**src/rtl/icache_ctrl_pkg.sv**
```systemverilog
// icache_ctrl shared definitions
// FSM states, default geometry, pc field positions
package icache_pkg;
  typedef enum logic [1:0] {
    IDLE,
    MISS,
    FILL
  } state_e;

  localparam int OFFSET_W_D = 4;
  localparam int TAG_W_D    = 4;
  localparam int OFF_LSB    = 2;

  function automatic int tag_lsb(input int off_w);
    return OFF_LSB + off_w;
  endfunction
endpackage

```
**src/rtl/icache_ctrl_if.sv**
```systemverilog
// icache_ctrl memory read bus
// req held until ack sampled high
interface icache_ctrl_if;
  logic        mem_req;
  logic [31:0] mem_addr;
  logic        mem_ack;
  logic [31:0] mem_rdata;

  modport master (
    output mem_req, mem_addr,
    input  mem_ack, mem_rdata
  );

  modport slave (
    input  mem_req, mem_addr,
    output mem_ack, mem_rdata
  );
endinterface

```
**src/rtl/icache_ctrl_sat_counter.sv**
```systemverilog
// saturating event counter
// holds at all-ones, never wraps
module sat_counter #(
  parameter int CNT_W = 16
) (
  input  logic             clk,
  input  logic             rst_n,
  input  logic             inc_i,
  output logic [CNT_W-1:0] cnt_o
);
  logic [CNT_W-1:0] cnt_q;

  // count up on inc until saturated
  always_ff @(posedge clk or negedge rst_n) begin
    if (!rst_n)
      cnt_q <= '0;
    else if (inc_i && cnt_q != '1)
      cnt_q <= cnt_q + 1'b1;
  end

  assign cnt_o = cnt_q;
endmodule

```
**src/rtl/icache_ctrl.sv**
```systemverilog
// icache_ctrl: direct-mapped icache miss handler
// hit served same cycle, miss refilled over mem bus
module icache_ctrl
  import icache_pkg::*;
#(
  parameter int OFFSET_W = OFFSET_W_D,
  parameter int TAG_W    = TAG_W_D,
  parameter int CNT_W    = 16
) (
  input  logic                CLK,
  input  logic                RSTn,
  input  logic [31:0]         pc,
  input  logic                fetch_req,
  input  logic                flush,
  output logic [31:0]         instr,
  output logic                instr_valid,
  output logic                stall,
  output logic [OFFSET_W-1:0] cache_offset,
  output logic [TAG_W-1:0]    cache_tag,
  output logic                cache_en,
  output logic                cache_we_n,
  output logic [31:0]         cache_wdata,
  input  logic                cache_match,
  input  logic [31:0]         cache_data,
  icache_ctrl_if.master       mem,
  output logic [CNT_W-1:0]    hit_cnt,
  output logic [CNT_W-1:0]    miss_cnt
);
  localparam int TAG_LSB = tag_lsb(OFFSET_W);

  state_e      state_q;
  logic [31:0] miss_addr_q;
  logic [31:0] fill_data_q;
  logic        mem_req_q;
  logic        kill_q;
  logic        hit;
  logic        miss;

  // array access, delivery and stall per state
  always_comb begin
    hit          = 1'b0;
    miss         = 1'b0;
    instr        = '0;
    instr_valid  = 1'b0;
    stall        = 1'b0;
    cache_offset = miss_addr_q[OFF_LSB +: OFFSET_W];
    cache_tag    = miss_addr_q[TAG_LSB +: TAG_W];
    cache_en     = 1'b0;
    cache_we_n   = 1'b1;
    unique case (state_q)
      IDLE: begin
        cache_offset = pc[OFF_LSB +: OFFSET_W];
        cache_tag    = pc[TAG_LSB +: TAG_W];
        cache_en     = fetch_req;
        hit          = fetch_req & cache_match & ~flush;
        miss         = fetch_req & ~cache_match & ~flush;
        instr        = hit ? cache_data : '0;
        instr_valid  = hit;
        stall        = miss;
      end
      MISS: stall = 1'b1;
      FILL: begin
        cache_en    = 1'b1;
        cache_we_n  = 1'b0;
        instr       = fill_data_q;
        instr_valid = ~kill_q & ~flush;
      end
      default: ;
    endcase
  end

  // miss FSM: latch address, run handshake, one-cycle fill
  always_ff @(posedge CLK or negedge RSTn) begin
    if (!RSTn) begin
      state_q     <= IDLE;
      miss_addr_q <= '0;
      fill_data_q <= '0;
      mem_req_q   <= 1'b0;
      kill_q      <= 1'b0;
    end else begin
      unique case (state_q)
        IDLE: if (miss) begin
          miss_addr_q <= pc & 32'hFFFF_FFFC;
          mem_req_q   <= 1'b1;
          state_q     <= MISS;
        end
        MISS: begin
          if (flush)
            kill_q <= 1'b1;
          if (mem.mem_ack) begin
            fill_data_q <= mem.mem_rdata;
            mem_req_q   <= 1'b0;
            state_q     <= FILL;
          end
        end
        FILL: begin
          kill_q  <= 1'b0;
          state_q <= IDLE;
        end
        default: state_q <= IDLE;
      endcase
    end
  end

  assign cache_wdata  = fill_data_q;
  assign mem.mem_req  = mem_req_q;
  assign mem.mem_addr = miss_addr_q;

  sat_counter #(.CNT_W(CNT_W)) u_hit_cnt (
    .clk   (CLK),
    .rst_n (RSTn),
    .inc_i (hit),
    .cnt_o (hit_cnt)
  );

  sat_counter #(.CNT_W(CNT_W)) u_miss_cnt (
    .clk   (CLK),
    .rst_n (RSTn),
    .inc_i (miss),
    .cnt_o (miss_cnt)
  );
endmodule

```
**src/flat_wrapper.sv**
```systemverilog
// flat-port wrapper written by rule: the top's interface ports become plain ports
module icache_ctrl_flat import icache_pkg::*;
#(
  parameter int OFFSET_W = OFFSET_W_D,
  parameter int TAG_W    = TAG_W_D,
  parameter int CNT_W    = 16
)
  (CLK, RSTn, pc, fetch_req, flush, instr, instr_valid, stall, cache_offset, cache_tag, cache_en, cache_we_n, cache_wdata, cache_match, cache_data, hit_cnt, miss_cnt, mem_mem_req, mem_mem_addr, mem_mem_ack, mem_mem_rdata);
  icache_ctrl_if mem_i ();
  input  logic CLK;
  input  logic RSTn;
  input  logic [31:0] pc;
  input  logic fetch_req;
  input  logic flush;
  output logic [31:0] instr;
  output logic instr_valid;
  output logic stall;
  output logic [OFFSET_W-1:0] cache_offset;
  output logic [TAG_W-1:0] cache_tag;
  output logic cache_en;
  output logic cache_we_n;
  output logic [31:0] cache_wdata;
  input  logic cache_match;
  input  logic [31:0] cache_data;
  output logic [CNT_W-1:0] hit_cnt;
  output logic [CNT_W-1:0] miss_cnt;
  output wire logic [$bits(mem_i.mem_req)-1:0] mem_mem_req;
  output wire logic [$bits(mem_i.mem_addr)-1:0] mem_mem_addr;
  input wire logic [$bits(mem_i.mem_ack)-1:0] mem_mem_ack;
  input wire logic [$bits(mem_i.mem_rdata)-1:0] mem_mem_rdata;
  assign mem_mem_req = mem_i.mem_req;
  assign mem_mem_addr = mem_i.mem_addr;
  assign mem_i.mem_ack = mem_mem_ack;
  assign mem_i.mem_rdata = mem_mem_rdata;
  icache_ctrl #(.OFFSET_W(OFFSET_W), .TAG_W(TAG_W), .CNT_W(CNT_W)) u_core (.CLK(CLK), .RSTn(RSTn), .pc(pc), .fetch_req(fetch_req), .flush(flush), .instr(instr), .instr_valid(instr_valid), .stall(stall), .cache_offset(cache_offset), .cache_tag(cache_tag), .cache_en(cache_en), .cache_we_n(cache_we_n), .cache_wdata(cache_wdata), .cache_match(cache_match), .cache_data(cache_data), .mem(mem_i), .hit_cnt(hit_cnt), .miss_cnt(miss_cnt));
endmodule
```
**config.mk**
```make
export PLATFORM = sky130hd
export DESIGN_NAME = icache_ctrl_flat
export DESIGN_NICKNAME = d
export VERILOG_FILES = /design/src/rtl/icache_ctrl_pkg.sv /design/src/rtl/icache_ctrl_if.sv /design/src/rtl/icache_ctrl_sat_counter.sv /design/src/rtl/icache_ctrl.sv /design/src/flat_wrapper.sv
export SDC_FILE = /design/constraint.sdc
export NUM_CORES = 1
export LEC_CHECK = 0
export CAP_MARGIN = 20
export CORE_MARGIN = 4
export CORE_UTILIZATION = 39
export DETAILED_ROUTE_END_ITERATION = 16
export PLACE_DENSITY_LB_ADDON = 0.3
export SLEW_MARGIN = 10
export SYNTH_ARGS = -nofsm -noshare
export SYNTH_HDL_FRONTEND = slang
export SYNTH_SLANG_ARGS = --single-unit
```
**constraint.sdc**
```tcl
create_clock -name CLK -period 2.52 [get_ports CLK]
set_clock_uncertainty 0.1 [all_clocks]
set_input_delay 0.378 -clock CLK [delete_from_list [all_inputs] [get_ports CLK]]
set_output_delay 0.378 -clock CLK [all_outputs]
set_load 0.01 [all_outputs]
```
==> results.ini, run 1 <==
[status]
status=finished with violations
violations=setup timing

[yosys]
yosys.area_share.simple_pct=26.4
synth-async-reset-ratio_pct=100
synth_area_leaders=dfrtp_1 (55%), nand2_1 (17%), a22o_1 (6.2%), mux2_2 (3.0%), xor2_1 (2.5%)
muxShareOfSynthArea_pct=3.23
synth_edf_count=0
synth_cells=482
yosys-top-cells-count=nand2_1 (198), dfrtp_1 (98), a22o_1 (32)
synth_top_family_by_area=simple AND/OR/NAND/NOR gates
synth_seq_cells=98
yosys.area.top_type_share_pct=54.6
yosysSeqAreaShare_pct=54.6
synth_compound_area_share_pct=7.71
yosysMostFrequentCell=nand2_1
ys.flop_type=dfrtp_1
synth_top_cell_by_area=dfrtp_1
synth_cell_type_count=37
syn_area_mm2=0.00449
synth-adder-area-share_pct=0.557
synth.avg_cell_area_um2=9.32
synthXorXnorAreaFrac_pct=4.29
yosysWarnings=0

[floorplanning]
die_h_um=115
coreArea_mm2=0.0111
initial_utilization_pct=40.6
io_pins=243
die_area_mm2=0.0133
chipWidth_um=115
num_rows=38

[setup_path]
path_max_fanout=6
worstPathArrival_ns=2.07
path_cells=or4b_4, nor2_4, buf_4, buf_12, buf_6, a22o_1, buf_2
critPathSlowestCell=or4b_4
reg2reg_slack_ns=0.23
r2r-end=u_core.u_hit_cnt.cnt_o[10]$_DFFE_PN0P_
rr_worst_depth=5
start_kind=register
crit_buf_inv=4
endpoint_kind=output pin
path_class=reg -> out
critical_path_depth=7
crit_path_start=u_core.state_q[1]$_DFFE_PN0P_
r2r-start=u_core.state_q[1]$_DFFE_PN0P_
critPathTopFamily=simple AND/OR/NAND/NOR gates
cpPeakStageDelay_ns=0.54
cp-endpoint=instr[20]
crit_required_ns=2.04

[global_routing]
grt_max_degree=63
gr-total-overflow=0
grt_pass1_wl_um=23900
grt_antenna_before_repair=0
track_usage_pct=22.8
first_global_vias=4630

[place]
dp_slack_ns=-0.361
place.gp.congestion=0.836
numPortBuffers=238
dp.final_hpwl_um=11300

[route]
postRouteAntennaNets=0
viasPerCell=5.05
drtIter0Drc=303
drc=0
drt_wl_total_um=15000
avgRoutedWirePerCell_um=16.9
firstDrtPassIters=4
vias=4477

[pwr]
total_power_mw=5.25
max-vdd-ir-drop_mv=0.526
p_per_area_mw_per_mm2=709
power_leakage_nw=3.64

[finish]
drive_gt1_share_pct=13.4
multiInputGateArea_mm2=0.00191
final_nets=847
n_antenna_cell=0
layout.area.seq_mm2=0.00245
fillers=927
area_delta_synth_final_pct=64.8

[clocking]
clock_latency_ns=0.33
cts_buffers=9
cts.path.max_buffers=2
tritoncts=yes
cts.sinks=98
cts_root_buffer=clkbuf_16
h-tree-depth=3
clkTransAtPathRegs_ns=0.06

[timing]
slew_viol_final=0
setup_ws_ns=-0.0267
hold_slack_ns=0.327
timing.final.crit_share_pct=101
finalSetupViolations=6
timing.fmax_mhz=393
finalHoldViolations=0
slew_headroom_pct=65.5
rsz0062_at_grt=yes
tightest_slew_ns=0.514
min_period_ns=2.55

[flow_run]
maxCapViolations=0

[hold_path]
hp-class=in -> async

worst reg2reg max path, stage by stage (launching register included):
cell	delay, ns
dfrtp_1	0.40
or4b_4	0.54
buf_4	0.19
or3_1	0.44
nor4_1	0.37
xnor2_1	0.17
cells by family after synthesis:
group | count (synthesis)
muxes | 13
other | 1
AOI/OAI and AO/OA | 44
DFF | 98
xor gates and xnor gates | 22
adders and majority gates | 2
buffers and inverters | 32
and+or+nand+nor | 270
per-stage QoR:
step	util, %	instance area (um^2)	TNS [ns]	std cells
after floorplan	-	4500	0	483
after global routing	66.9	7410	-0.662	887
after global placement	64.5	7150	-10.34	860
final	66.9	7410	-0.136	887
after detailed placement	64.5	7150	-11.67	860
after CTS	66.7	7390	-1.19	884
worst min path at each step:
stage                     from                                   to  slack, ns
after floorplan           RSTn    u_core.cache_wdata[0]$_DFFE_PN0P_      -0.02
after global placement    RSTn  u_core.mem.mem_addr[18]$_DFFE_PN0P_       0.12
after detailed placement  RSTn  u_core.mem.mem_addr[14]$_DFFE_PN0P_       0.13
after CTS                 RSTn  u_core.mem.mem_addr[15]$_DFFE_PN0P_       0.31
after global routing      RSTn  u_core.mem.mem_addr[14]$_DFFE_PN0P_       0.34
final                     RSTn  u_core.mem.mem_addr[14]$_DFFE_PN0P_       0.33
power breakdown:
part           internal [mW]  switching, mW
Clock                  0.657          0.545
Sequential              1.93          0.338
Combinational           1.03          0.747
state kept, by name, indices dropped and copies added, names as in the netlist:
name                     flops
u_core.u_hit_cnt.cnt_o      16
u_core.cache_wdata          32
u_core.kill_q                1
u_core.u_miss_cnt.cnt_o     16
u_core.mem.mem_addr         30
u_core.state_q               2
u_core.mem.mem_req           1
cell type report:
class | count | share of cell area (%)
Clock buffer | 11 | 3.14
Clock inverter | 4 | 0.270
Inverter | 7 | 0.355
Multi-Input combinational cell | 353 | 25.8
Sequential cell | 98 | 33.1
Tap cell | 140 | 2.36
Timing Repair Buffer | 274 | 34.9
repair_timing:
item,4_1_cts,5_1_grt
buffers inserted,5,5
pin swaps,24,12
setup endpoints to repair,34,37
hold buffers,1,0
hold endpoints to repair,10,0
cloned,3,0
resized for setup,141,8
placed cells by master, fill, tap and decap left out, types with 8 or more instances in the layout:
master           count
clkbuf_16            9
nand3_1             12
nor3_1               9
a21oi_1              8
nand4_1             10
xnor2_1              9
clkdlybuf4s50_1    193
a22o_1              32
buf_4               28
buf_2               32
dlymetal6s2s_1       8
dfrtp_1             98
nand2_1            198
mux2_2              12
xor2_1              13
routing by layer:
| layer | global-route usage (%) | vias up | wire length, um |
|---|---|---|---|
| li1 | - | 2126 | - |
| met2 | 39.1 | 173 | 7950 |
| met3 | 5.63 | 26 | 1030 |
| met4 | 7.51 | 0 | 329 |
| met5 | 0 | - | 0 |
| met1 | 28.3 | 2152 | 5700 |
No activity file was read; power rests on OpenSTA's default activity.
==> inputs of run 2 (changes only) <==
--- a/config.mk
+++ b/config.mk
@@ -6,8 +6,10 @@
 export NUM_CORES = 1
 export LEC_CHECK = 0
 export CAP_MARGIN = 20
+export CELL_PAD_IN_SITES_DETAIL_PLACEMENT = 0
+export CELL_PAD_IN_SITES_GLOBAL_PLACEMENT = 1
 export CORE_MARGIN = 4
-export CORE_UTILIZATION = 39
+export CORE_UTILIZATION = 28
 export DETAILED_ROUTE_END_ITERATION = 16
 export PLACE_DENSITY_LB_ADDON = 0.3
 export SLEW_MARGIN = 10
==> constraint.sdc (replaced) <==
create_clock -name CLK -period 2.52 [get_ports CLK]
set_clock_uncertainty 0.1 [all_clocks]
set_input_delay 0.63 -clock CLK [delete_from_list [all_inputs] [get_ports CLK]]
set_output_delay 0.63 -clock CLK [all_outputs]
set_load 0.01 [all_outputs]
==> run 2 against run 1 <==
  * The flow still finishes with violations (setup timing)
  * Critical path depth increased by 1
  * Register-to-register slack is essentially flat
  * Sequential power is essentially flat
  * Hold slack worse by 0.17 ns
  * First-iteration DRC count decreased by 38%
  * Combinational power about the same
  * Critical path type is now in -> out
  * Highest routed layer is now met5
==> results.ini, run 2 (synthesis gave the netlist of run 1 again) <==
[pwr]
power_leakage_nw=3.65
total_power_mw=5.61
max-vdd-ir-drop_mv=0.310
p_per_area_mw_per_mm2=730

[timing]
min_period_ns=2.78
rsz0062_at_grt=yes
timing.fmax_mhz=360
finalHoldViolations=0
setup_ws_ns=-0.260
finalSetupViolations=33
slew_headroom_pct=61.8
slew_viol_final=0
tightest_slew_ns=0.569
timing.final.crit_share_pct=110

[route]
postRouteAntennaNets=0
drt_wl_total_um=15400
viasPerCell=4.53
firstDrtPassIters=5
drtIter0Drc=187
drc=0
avgRoutedWirePerCell_um=15.9
vias=4396

[finish]
multiInputGateArea_mm2=0.00194
area_delta_synth_final_pct=70.8
layout.area.seq_mm2=0.00245
stdcell_count=971
final_nets=854
stdcell_area_mm2=0.00768
drive_gt1_share_pct=16.3
layout_commonest_cell=nand2_1
fillers=1497
layout_common_cells=nand2_1 (198), clkdlybuf4s50_1 (192), dfrtp_1 (98)
final_core_util_pct=48.5
largest_reg_flops=32
n_antenna_cell=0

[global_routing]
use_met2_pct=28.8
grt_max_degree=40
grt.busiest_layer=met2
grt_pass1_wl_um=24100
gr-total-overflow=0
grt_antenna_before_repair=1
use_met3_pct=4.10
first_global_vias=4460
grt_use_met1_pct=20.3
track_usage_pct=16.8

[place]
dp.cells=945
numPortBuffers=238
dp_slack_ns=-0.913
dp.final_hpwl_um=11500
place.gp.congestion=0.826
place_area_mm2=0.00734

[clocking]
cts_buffers=9
clock_latency_ns=0.34
cts_root_buffer=clkbuf_16
clkTransAtPathRegs_ns=0.07
tritoncts=yes
h-tree-depth=3
cts.path.max_buffers=2
cts.sinks=98

[setup_path]
path_max_fanout=8
path_cells=buf_6, or4b_4, nor2_4, buf_6, buf_6, buf_16, a22o_1, buf_2
endpoint_kind=output pin
start_kind=input port
cpPeakStageDelay_ns=0.55
critPathSlowestCell=or4b_4
critPathTopFamily=simple AND/OR/NAND/NOR gates
path_class=in -> out
crit_top_cell=buf_6
crit_required_ns=1.79
worstPathArrival_ns=2.05
crit_buf_inv=5

[status]
status=finished with violations
violations=setup timing

[floorplanning]
io_pins=243
coreArea_mm2=0.0158
die_area_mm2=0.0181
die_h_um=135
initial_utilization_pct=28.4
num_rows=46
chipWidth_um=135

[hold_path]
hp-class=in -> async

[flow_run]
maxCapViolations=0

## run 2: cell count changes in the layout (fill, tap and decap cells not counted), moves of 2 or more
| cell | previous run | this run |
|---|---|---|
| clkinv_2 | 4 | 1 |
| dlygate4sd2_1 | 4 | 0 |
| bufinv_16 | 0 | 2 |
| clkbuf_1 | 2 | 0 |
| clkdlybuf4s15_2 | 0 | 3 |
| buf_12 | 2 | 5 |
| buf_2 | 32 | 36 |
| dlymetal6s2s_1 | 8 | 1 |
| buf_4 | 28 | 33 |
| clkbuf_8 | 0 | 3 |
| clkdlybuf4s15_1 | 0 | 4 |
## run 2: area by class of cell
type	instances	area share, %
clock inverters	4	0.945
inverters	7	0.342
multi-input cells	353	25.3
flip-flops and latches	98	31.9
repair buffers	281	34.5
well taps	216	3.52
clock buffers	12	3.47
## run 2: worst paths after layout
check / from / endpoint / slack, ns / cells past startpoint
max in group asynchronous: RSTn / u_core.u_hit_cnt.cnt_o[13]$_DFFE_PN0P_ / 1.47 / 2
worst max register to register: u_core.state_q[0]$_DFFE_PN0P_ / u_core.u_hit_cnt.cnt_o[14]$_DFFE_PN0P_ / 0.24 / 5
worst min register to register: u_core.mem.mem_addr[27]$_DFFE_PN0P_ / u_core.mem.mem_addr[27]$_DFFE_PN0P_ / 0.37 / 2
min in group CLK: u_core.mem.mem_addr[27]$_DFFE_PN0P_ / u_core.mem.mem_addr[27]$_DFFE_PN0P_ / 0.37 / 2
worst max-delay path: flush / instr[8] / -0.26 / 8
worst min-delay path: RSTn / u_core.cache_wdata[4]$_DFFE_PN0P_ / 0.16 / 1
## run 2: repair_timing
item,4_1_cts,5_1_grt
gates cloned,3,0
resized for setup,172,8
hold buffers,0,0
pin swaps,24,8
buffers inserted,6,2
setup endpoints to repair,47,43
## run 2: report_power, final
part / total, mW / internal (mW) / switching, mW
sequential: 2.28 / 1.93 / 0.345
combinational: 1.79 / 1.05 / 0.748
clock: 1.54 / 0.950 / 0.586
total: 5.61 / 3.93 / 1.68
## run 2: routing by layer
layer	part of all wire, %	routed length, um
met1	40	6220
met5	0.045	7
met4	2.3	362
met2	52	7990
met3	5.5	852
## run 2: metrics by stage
stage / hold WS (ns) / setup TNS, ns
floorplan: 0.234 / 0
global placement: 0.357 / -34.17
detailed placement: 0.363 / -36.81
CTS: 0.171 / -6.81
global route: 0.194 / -8.97
finish: 0.158 / -6.56
==> inputs of run 3 (changes only) <==
--- a/config.mk
+++ b/config.mk
@@ -9,10 +9,11 @@
 export CELL_PAD_IN_SITES_DETAIL_PLACEMENT = 0
 export CELL_PAD_IN_SITES_GLOBAL_PLACEMENT = 1
 export CORE_MARGIN = 4
-export CORE_UTILIZATION = 28
+export CORE_UTILIZATION = 31
 export DETAILED_ROUTE_END_ITERATION = 16
 export PLACE_DENSITY_LB_ADDON = 0.3
 export SLEW_MARGIN = 10
 export SYNTH_ARGS = -nofsm -noshare
 export SYNTH_HDL_FRONTEND = slang
+export SYNTH_HIERARCHICAL = 1
 export SYNTH_SLANG_ARGS = --single-unit
==> run 3 against run 2 <==
  * Power increased by 0.66%
  * The flow still finishes with violations (setup timing)
  * Largest cell class unchanged
  * Hold slack lost 0.0071 ns
  * Register-to-register slack barely moved
  * Sequential power barely moved
  * Sequential cell count did not move
  * Fmax is 10% higher
  * Highest routed layer is now met4
  * Non-clock buffer count fell by 3
  * Wire length fell by 4.3%
  * Sequential share of layout area fell by 0.62 points
  * Utilization is 3.0 points higher
  * Clock-buffer cell count up 1
  * Critical path depth is 2 lower
==> results.ini, run 3 <==
[status]
status=finished with violations
violations=setup timing

[yosys]
synth_compound_area_share_pct=11.1
synth-adder-area-share_pct=0.522
yosys.area.top_type_share_pct=51.2
synth_edf_count=0
synthXorXnorAreaFrac_pct=2.56
synth.avg_cell_area_um2=13.7
yosys.area_share.simple_pct=12.5
yosys-top-cells-count=dfrtp_1 (98), mux2_2 (45), a22o_1 (32)
synth-async-reset-ratio_pct=100
synth_cell_type_count=45
yosysMostFrequentCell=dfrtp_1
yosysSeqAreaShare_pct=51.2
synth_top_family_by_area=multiplexers
synth_cells=350
yosysWarnings=6
ys.flop_type=dfrtp_1
syn_area_mm2=0.00479
synth_seq_cells=98
muxShareOfSynthArea_pct=19.2
synth_top_cell_by_area=dfrtp_1
synth_area_leaders=dfrtp_1 (51%), mux2_2 (11%), mux2_4 (8.1%), a22o_1 (5.8%), nand4_1 (2.1%)

[global_routing]
grt_antenna_before_repair=1
track_usage_pct=16.8
gr-total-overflow=0
first_global_vias=4314
grt_max_degree=48
grt_pass1_wl_um=23600

[floorplanning]
initial_utilization_pct=31.5
die_area_mm2=0.0175
io_pins=243
num_rows=45
die_h_um=132
chipWidth_um=132
coreArea_mm2=0.0152

[timing]
rsz0062_at_grt=yes
hold_slack_ns=0.151
setup_ws_ns=-0.0000738
timing.fmax_mhz=397
timing.final.crit_share_pct=100
finalHoldViolations=0
slew_headroom_pct=66.1
slew_viol_final=0
min_period_ns=2.52
tightest_slew_ns=0.509
finalSetupViolations=1

[flow_run]
maxCapViolations=0

[finish]
drive_gt1_share_pct=28.8
layout_commonest_cell=clkdlybuf4s50_1
final_nets=726
layout.area.seq_mm2=0.00245
multiInputGateArea_mm2=0.00222
stdcell_area_mm2=0.00783
stdcell_count=815
fillers=1346
layout_common_cells=clkdlybuf4s50_1 (191), dfrtp_1 (98), mux2_2 (45)
largest_reg_flops=32
area_delta_synth_final_pct=63.3

[route]
avgRoutedWirePerCell_um=18.1
drc=0
drtIter0Drc=206
drt_wl_total_um=14800
firstDrtPassIters=4
postRouteAntennaNets=0
vias=4036
viasPerCell=4.95

[place]
dp_slack_ns=-0.547
numPortBuffers=238
dp.final_hpwl_um=10800
place.gp.congestion=0.812
place_area_mm2=0.00758
dp.cells=792

[setup_path]
crit_path_start=cache_match
endpoint_kind=output pin
r2r-start=u_core/state_q[1]$_DFFE_PN0P_
crit_required_ns=1.79
start_kind=input port
path_cells=dlygate4sd2_1, and4b_2, buf_4, buf_12, a22o_1, buf_2
path_max_fanout=9
critPathTopFamily=buffers and inverters
path_class=in -> out
worstPathArrival_ns=1.79
cpPeakStageDelay_ns=0.26
crit_buf_inv=4
critPathSlowestCell=and4b_2

[pwr]
p_per_area_mw_per_mm2=721
max-vdd-ir-drop_mv=0.293
power_leakage_nw=3.43

[clocking]
cts_root_buffer=clkbuf_16
h-tree-depth=3
cts.path.max_buffers=2
clock_latency_ns=0.33
clkTransAtPathRegs_ns=0.07
cts.sinks=98
hold_buffers=0
tritoncts=yes
cts_buffers=9

[hold_path]
hp-class=in -> async

-- run 3: where the power goes --
group	leakage [nW]	switching (mW)	internal [mW]
combinational	2.08	0.708	1.26
sequential	1.22	0.359	1.96
clock	0.136	0.563	0.793
total	3.43	1.63	4.01
-- run 3: metrics by stage --
step           util, %  setup TNS [ns]  power, mW
2_1_floorplan        -               0       3.06
3_3_place_gp      49.9          -25.17       4.32
3_5_place_dp      49.9          -26.59       4.36
4_1_cts           51.5         -0.0496       5.74
5_1_grt           51.5          -0.805       5.95
6_report          51.5      -0.0000738       5.64
-- run 3: layout make-up --
class,instances,share of cell area (%)
sequential,98,31.3
tap,188,3.00
clock inverter,2,0.479
timing repair buffer,278,33.5
antenna,1,0.0320
clock buffer,13,3.20
multi-input combinational,233,28.3
inverter,2,0.0959
-- run 3: final timing paths --
path	cells past startpoint	slack (ns)	end
worst max-delay path	6	-0.00007	instr[29]
worst min-delay path	1	0.15	u_core/mem.mem_addr[9]$_DFFE_PN0P_
worst max register to register	10	0.23	u_core/u_hit_cnt/cnt_o[15]$_DFFE_PN0P_
worst min register to register	1	0.39	u_core/mem.mem_req$_DFFE_PN0P_
max in group asynchronous	2	1.54	u_core/u_hit_cnt/cnt_o[5]$_DFFE_PN0P_
min in group CLK	1	0.39	u_core/mem.mem_req$_DFFE_PN0P_
-- run 3: per-layer routing --
layer / track usage [%] / vias up / wire [um]
li1: - / 1871 / -
met1: 21.0 / 2010 / 6170
met2: 28.2 / 141 / 7350
met3: 5.31 / 14 / 1050
met4: 4.45 / 0 / 206
met5: 0 / - / 0
-- run 3: timing repair --
action,4_1_cts,5_1_grt
setup buffers,5,1
setup endpoints to repair,44,37
pin swaps,16,7
cloned,3,0
gates resized for setup,148,7
-- run 3: kinds of logic after synthesis --
group | Yosys count
and+or+nand+nor | 76
xor gates and xnor gates | 14
adders and majority gates | 2
muxes | 73
buffers and inverters | 20
AOI/OAI and AO/OA | 66
other | 1
DFF | 98
